===== src/rtl/mem_port_arbiter_pkg.sv =====
// rtl/mem_port_arbiter_pkg.sv - shared encodings and helpers for the memory port arbiter
package mem_port_arbiter_pkg;

  typedef enum logic [1:0] {
    IDLE = 2'd0,
    WAIT = 2'd1,
    RESP = 2'd2
  } arb_state_e;

  typedef enum logic {
    OWN_I = 1'b0,
    OWN_D = 1'b1
  } arb_owner_e;

  localparam int CNT_W = 4;

  // Instruction words live in either half of the fetched doubleword.
  function automatic logic [31:0] sel_word(input logic [63:0] dw, input logic hi);
    return hi ? dw[63:32] : dw[31:0];
  endfunction

endpackage


===== src/rtl/mem_port_arbiter_lat_cnt.sv =====
// rtl/mem_port_arbiter_lat_cnt.sv - loadable down-counter with done flag (arb_lat_cnt)
module arb_lat_cnt
  import mem_port_arbiter_pkg::*;
(
  input  logic             clk,
  input  logic             rst,
  input  logic             load,
  input  logic [CNT_W-1:0] load_val,
  input  logic             dec,
  output logic [CNT_W-1:0] count,
  output logic             done
);

  logic [CNT_W-1:0] count_q, count_d;

  always_comb begin
    count_d = count_q;
    if (load) begin
      count_d = load_val;
    end else if (dec && (count_q != '0)) begin
      count_d = count_q - CNT_W'(1);
    end
  end

  always_ff @(posedge clk) begin
    if (rst) begin
      count_q <= '0;
    end else begin
      count_q <= count_d;
    end
  end

  assign count = count_q;
  assign done  = (count_q == '0);

endmodule


===== src/rtl/mem_port_arbiter.sv =====
// rtl/mem_port_arbiter.sv - IF/MEM arbiter sharing one fixed-latency 64-bit memory port
// Optional MEM_ARB_FAIR_EN: caps consecutive data grants while a fetch is pending.
module mem_port_arbiter
  import mem_port_arbiter_pkg::*;
#(
  parameter int MEM_LAT = 2
`ifdef MEM_ARB_FAIR_EN
  ,
  parameter int FAIR_LIMIT = 4
`endif
) (
  input  logic        clk,
  input  logic        rst,
  input  logic        if_req,
  input  logic [31:0] if_addr,
  output logic [31:0] if_rdata,
  output logic        if_valid,
  output logic        if_stall,
  input  logic        d_req,
  input  logic        d_we,
  input  logic [31:0] d_addr,
  input  logic [63:0] d_wdata,
  input  logic [7:0]  d_wstrb,
  output logic [63:0] d_rdata,
  output logic        d_valid,
  output logic        d_stall,
  output logic        mem_en,
  output logic        mem_we,
  output logic [31:0] mem_addr,
  output logic [63:0] mem_wdata,
  output logic [7:0]  mem_wstrb,
  input  logic [63:0] mem_rdata
);

  arb_state_e  state_q, state_d;
  arb_owner_e  owner_q, owner_d;
  logic        sel_hi_q, sel_hi_d;
  logic        mem_en_q, mem_en_d;
  logic        mem_we_q, mem_we_d;
  logic [31:0] mem_addr_q, mem_addr_d;
  logic [63:0] mem_wdata_q, mem_wdata_d;
  logic [7:0]  mem_wstrb_q, mem_wstrb_d;
  logic [31:0] if_rdata_q, if_rdata_d;
  logic        if_valid_q, if_valid_d;
  logic [63:0] d_rdata_q, d_rdata_d;
  logic        d_valid_q, d_valid_d;

  logic             gnt_data, gnt_inst;
  logic             cnt_load, cnt_dec, cnt_done;
  logic [CNT_W-1:0] cnt_unused;
  logic             unused_addr_bits;

  // Low address bits are the load/store unit's business; memory is doubleword addressed.
  assign unused_addr_bits = ^{d_addr[2:0], if_addr[1:0]};

`ifdef MEM_ARB_FAIR_EN
  logic [CNT_W-1:0] fair_cnt_q, fair_cnt_d;
  logic             fair_block;

  assign fair_block = if_req && (fair_cnt_q >= CNT_W'(FAIR_LIMIT));
  assign gnt_data   = d_req && !fair_block;

  always_comb begin
    fair_cnt_d = fair_cnt_q;
    if ((state_q == IDLE) && (gnt_data || gnt_inst)) begin
      if (gnt_inst || !if_req) begin
        fair_cnt_d = '0;
      end else if (fair_cnt_q < CNT_W'(FAIR_LIMIT)) begin
        fair_cnt_d = fair_cnt_q + CNT_W'(1);
      end
    end
  end

  always_ff @(posedge clk) begin
    if (rst) begin
      fair_cnt_q <= '0;
    end else begin
      fair_cnt_q <= fair_cnt_d;
    end
  end
`else
  assign gnt_data = d_req;
`endif

  assign gnt_inst = if_req && !gnt_data;

  arb_lat_cnt u_lat_cnt (
    .clk      (clk),
    .rst      (rst),
    .load     (cnt_load),
    .load_val (CNT_W'(MEM_LAT)),
    .dec      (cnt_dec),
    .count    (cnt_unused),
    .done     (cnt_done)
  );

  always_comb begin
    state_d     = state_q;
    owner_d     = owner_q;
    sel_hi_d    = sel_hi_q;
    mem_en_d    = 1'b0;
    mem_we_d    = mem_we_q;
    mem_addr_d  = mem_addr_q;
    mem_wdata_d = mem_wdata_q;
    mem_wstrb_d = mem_wstrb_q;
    if_rdata_d  = if_rdata_q;
    if_valid_d  = 1'b0;
    d_rdata_d   = d_rdata_q;
    d_valid_d   = 1'b0;
    cnt_load    = 1'b0;
    cnt_dec     = 1'b0;

    case (state_q)
      IDLE: begin
        if (gnt_data || gnt_inst) begin
          owner_d     = gnt_data ? OWN_D : OWN_I;
          sel_hi_d    = if_addr[2];
          mem_en_d    = 1'b1;
          mem_we_d    = gnt_data && d_we;
          mem_addr_d  = gnt_data ? {d_addr[31:3], 3'b000} : {if_addr[31:3], 3'b000};
          mem_wdata_d = gnt_data ? d_wdata : '0;
          mem_wstrb_d = gnt_data ? d_wstrb : '0;
          cnt_load    = 1'b1;
          state_d     = WAIT;
        end
      end
      WAIT: begin
        // Counter hits zero in the cycle mem_rdata is valid; results land as RESP begins.
        if (cnt_done) begin
          state_d = RESP;
          if (owner_q == OWN_I) begin
            if_rdata_d = sel_word(mem_rdata, sel_hi_q);
            if_valid_d = 1'b1;
          end else begin
            if (!mem_we_q) begin
              d_rdata_d = mem_rdata;
            end
            d_valid_d = 1'b1;
          end
        end else begin
          cnt_dec = 1'b1;
        end
      end
      RESP: begin
        state_d = IDLE;
      end
      default: begin
        state_d = IDLE;
      end
    endcase
  end

  always_ff @(posedge clk) begin
    if (rst) begin
      state_q     <= IDLE;
      owner_q     <= OWN_I;
      sel_hi_q    <= 1'b0;
      mem_en_q    <= 1'b0;
      mem_we_q    <= 1'b0;
      mem_addr_q  <= '0;
      mem_wdata_q <= '0;
      mem_wstrb_q <= '0;
      if_rdata_q  <= '0;
      if_valid_q  <= 1'b0;
      d_rdata_q   <= '0;
      d_valid_q   <= 1'b0;
    end else begin
      state_q     <= state_d;
      owner_q     <= owner_d;
      sel_hi_q    <= sel_hi_d;
      mem_en_q    <= mem_en_d;
      mem_we_q    <= mem_we_d;
      mem_addr_q  <= mem_addr_d;
      mem_wdata_q <= mem_wdata_d;
      mem_wstrb_q <= mem_wstrb_d;
      if_rdata_q  <= if_rdata_d;
      if_valid_q  <= if_valid_d;
      d_rdata_q   <= d_rdata_d;
      d_valid_q   <= d_valid_d;
    end
  end

  assign mem_en    = mem_en_q;
  assign mem_we    = mem_we_q;
  assign mem_addr  = mem_addr_q;
  assign mem_wdata = mem_wdata_q;
  assign mem_wstrb = mem_wstrb_q;
  assign if_rdata  = if_rdata_q;
  assign if_valid  = if_valid_q;
  assign d_rdata   = d_rdata_q;
  assign d_valid   = d_valid_q;

  assign if_stall  = if_req && !if_valid_q;
  assign d_stall   = d_req && !d_valid_q;

endmodule

===== config.mk =====
export PLATFORM = sky130hd
export DESIGN_NAME = mem_port_arbiter
export DESIGN_NICKNAME = d
export VERILOG_FILES = /design/src/rtl/mem_port_arbiter_pkg.sv /design/src/rtl/mem_port_arbiter_lat_cnt.sv /design/src/rtl/mem_port_arbiter.sv
export SDC_FILE = /design/constraint.sdc
export NUM_CORES = 1
export LEC_CHECK = 0
export ABC_AREA = 0
export CORE_AREA = 3 3 157 159
export CTS_BUF_LIST = sky130_fd_sc_hd__clkbuf_8
export CTS_CLUSTER_SIZE = 28
export DETAILED_ROUTE_END_ITERATION = 10
export DIE_AREA = 0 0 160 162
export MAX_ROUTING_LAYER = met4
export PLACE_DENSITY = 0.79
export SLEW_MARGIN = 20
export SYNTH_ARGS = -nofsm -noshare
export SYNTH_HDL_FRONTEND = slang
export SYNTH_SLANG_ARGS = --single-unit

===== constraint.sdc =====
create_clock -name clk -period 2.7 [get_ports clk]
set_clock_uncertainty 0.2 [all_clocks]
set_input_delay 0.405 -clock clk [delete_from_list [all_inputs] [get_ports clk]]
set_output_delay 0.405 -clock clk [all_outputs]
set_load 0.05 [all_outputs]

==> flow_summary.ini <==
[clocking]
clk_pin_slew_worst_paths_ns = 0.06
clockRootBuffer = clkbuf_8
post_cts.repair.setup_buffers = 0
cts_sinks = 209
clock_latency_ns = 0.51
h-tree-depth = 2
cts_buffer_depth = 3
ctsResizeCount = 0
cts_buffers = 37
tritoncts = yes
cts_hold_buffers = 0

[timing]
fin_crit_sh = 0.894
drv_slew = 0
tns_ns = 0
fin_crit_ns = 2.41
finalSetupViolCount = 0
rsz0062_at_grt = false
fin_ws_ns = 0.286
hold_viol_final = 0
slew-limit-headroom = 0.567
fmax_mhz = 414
max_slew.worst_pin.slew_ns = 0.649

[die]
design.die.area_mm2 = 0.0259
row_count = 56
coreArea_mm2 = 0.0234
die_y_um = 162
ios = 411
start_util = 0.343
fp.dieW_um = 160

[yosys]
yosysWarnings = 0
synth_top_area_frac = 0.521
synthCells = 744
synthArstFlopShare = 0
yosys.area_share.simple = 0.0801
synth_cell_type_count = 38
synth_top_area_cell = dfxtp_1
synth-edff-count = 0
seq_area_frac_synth = 0.521
synthXorXnorAreaFrac = 0
muxShareOfSynthArea = 0.156
ys.flop_type = dfxtp_1
synth_seq_cells = 209
synth_area_mm2 = 0.00803
synth_top_family_by_area = compound AO/OA/AOI/OAI gates
synth_fa_ha_area_frac = 0.00156
synth.avg_cell_area_um2 = 10.8
synth_commonest_cells = dfxtp_1, nand2_1, mux2i_1
synth.area.top_cells = dfxtp_1, mux2i_1, a22o_1
synth-compound-area-share = 0.173
yosysMostFrequentCell = dfxtp_1

[grt]
groute.usage.overall = 0.207
antenna_found_initial = 0
gr-total-overflow = 0
grt_pass1_wl_mm = 41.7
grt_pass1_vias = 7504
grt_max_degree = 76

[critical_path]
cp-start-kind = flip-flop
cpPeakStageDelay_ns = 0.50
crit_buf_inv = 3
worstPathCellList = inv_1, ha_1, or3b_1, nor4_4, buf_12, buf_4, mux2i_1
cp_data_arrival_time_ns = 2.64
required_ns = 2.92
cp_max_fo = 13
slowest_stage = or3b_1
crit_family = simple AND/OR/NAND/NOR gates
cp-end-kind = flip-flop
path_class = flip-flop to flip-flop

[route]
num_vias = 7229
top_layer_used = met4
drtAntennaViolNets = 0
first_pass_iters = 4
drt-met1-wl_mm = 10.8
post-route-drc-count = 0
drt_iter0_drc = 439
drt_wl_total_mm = 27.6
wl_met2_mm = 13.4
wl_per_cell_um = 18.7
vias_per_cell = 4.89
routed-wl-met3_mm = 2.29

[power_and_ir_drop]
leakage_nw = 4.78
powerDensity_mw_per_mm2 = 713
ir_drop_mv = 0.485

[cells_and_area]
n_antenna_cell = 0
multiInputGateArea_mm2 = 0.00333
drive_gt1_frac = 0.0759
post-route-util = 0.553
final_cells = 1478
synthToLayoutAreaGrowth_pct = 61.2
final_area_mm2 = 0.0129
final.fill_count = 2033
final_nets = 1341
seqCellArea_mm2 = 0.00419

[run]
max-cap-violations = 0

[place]
portBuffers = 402
gp_congestion = 0.807
dpl_worst_slack_ns = 0.321
placedCellCount = 1415
dpl_cell_area_mm2 = 0.0122
hpwl_mm = 20.0

[status]
status = complete, no violations

[min_path]
hold_path.class = input pin to flip-flop
## path summary, 6_finish.rpt
check,start,end,slack [ns],cells after the start
max,u_lat_cnt.count[0]$_SDFFE_PP0P_,d_rdata[37]$_SDFFE_PP0P_,0.29,7
min,rst,state_q[1]$_SDFFE_PP0P_,0.09,2
max reg2reg,u_lat_cnt.count[0]$_SDFFE_PP0P_,d_rdata[37]$_SDFFE_PP0P_,0.29,7
min reg2reg,d_rdata[11]$_SDFFE_PP0P_,d_rdata[11]$_SDFFE_PP0P_,0.25,2
## cell usage in the layout (no fill, tap or decap), drive strengths merged, types with 2 or more instances in the layout
cell	n
inv	14
nor2	4
a21oi	36
nor3	4
nor3b	2
a211oi	32
clkbuf	46
nor2b	3
nand3	2
or3b	2
clkinvlp	2
clkdlybuf4s50	398
o2bb2ai	29
buf	23
a22o	74
mux2i	125
clkinv	6
conb	3
o21ai	3
nand2	129
dfxtp	209
## final cells by class
type	instances	area share
flip-flops and latches	209	0.323
clock inverters	17	0.00812
clock buffers	46	0.0489
inverters	6	0.00193
well taps	319	0.0308
multi-input cells	460	0.257
repair buffers	421	0.330
## flip-flops by register name, summed over array words and instances (netlist names)
signal	count
u_lat_cnt.count	4
mem_addr	29
mem_wstrb	8
d_rdata	64
state_q	2
if_valid	1
if_rdata	32
mem_en	1
mem_wdata	64
sel_hi_q	1
mem_we	1
owner_q	1
d_valid	1
## through the flow
step	hold WS (ns)	power (W)
global placement	0.241	0.00635
floorplan	0.276	0.00529
CTS	0.0679	0.00935
detailed placement	0.245	0.00639
finish	0.0922	0.00922
global route	0.0854	0.00962
## cells by family after synthesis
| group | Yosys count |
|---|---|
| muxes | 125 |
| DFF | 209 |
| and+or+nand+nor | 151 |
| other | 1 |
| adders and majority gates | 1 |
| AOI/OAI and AO/OA | 180 |
| buffers and inverters | 77 |
## metal layers
metal / track usage / vias up
met1: 0.229 / 3360
li1: - / 3450
met5: - / -
met3: 0.0589 / 71
met4: 0.0907 / 0
met2: 0.349 / 348
## power by group
group | internal, W | switching (W) | total (W)
clock | 0.00163 | 0.00127 | 0.00290
sequential | 0.00337 | 0.000187 | 0.00356
combinational | 0.00106 | 0.00170 | 0.00276
Note: power is estimated with default switching activity, not from simulation.
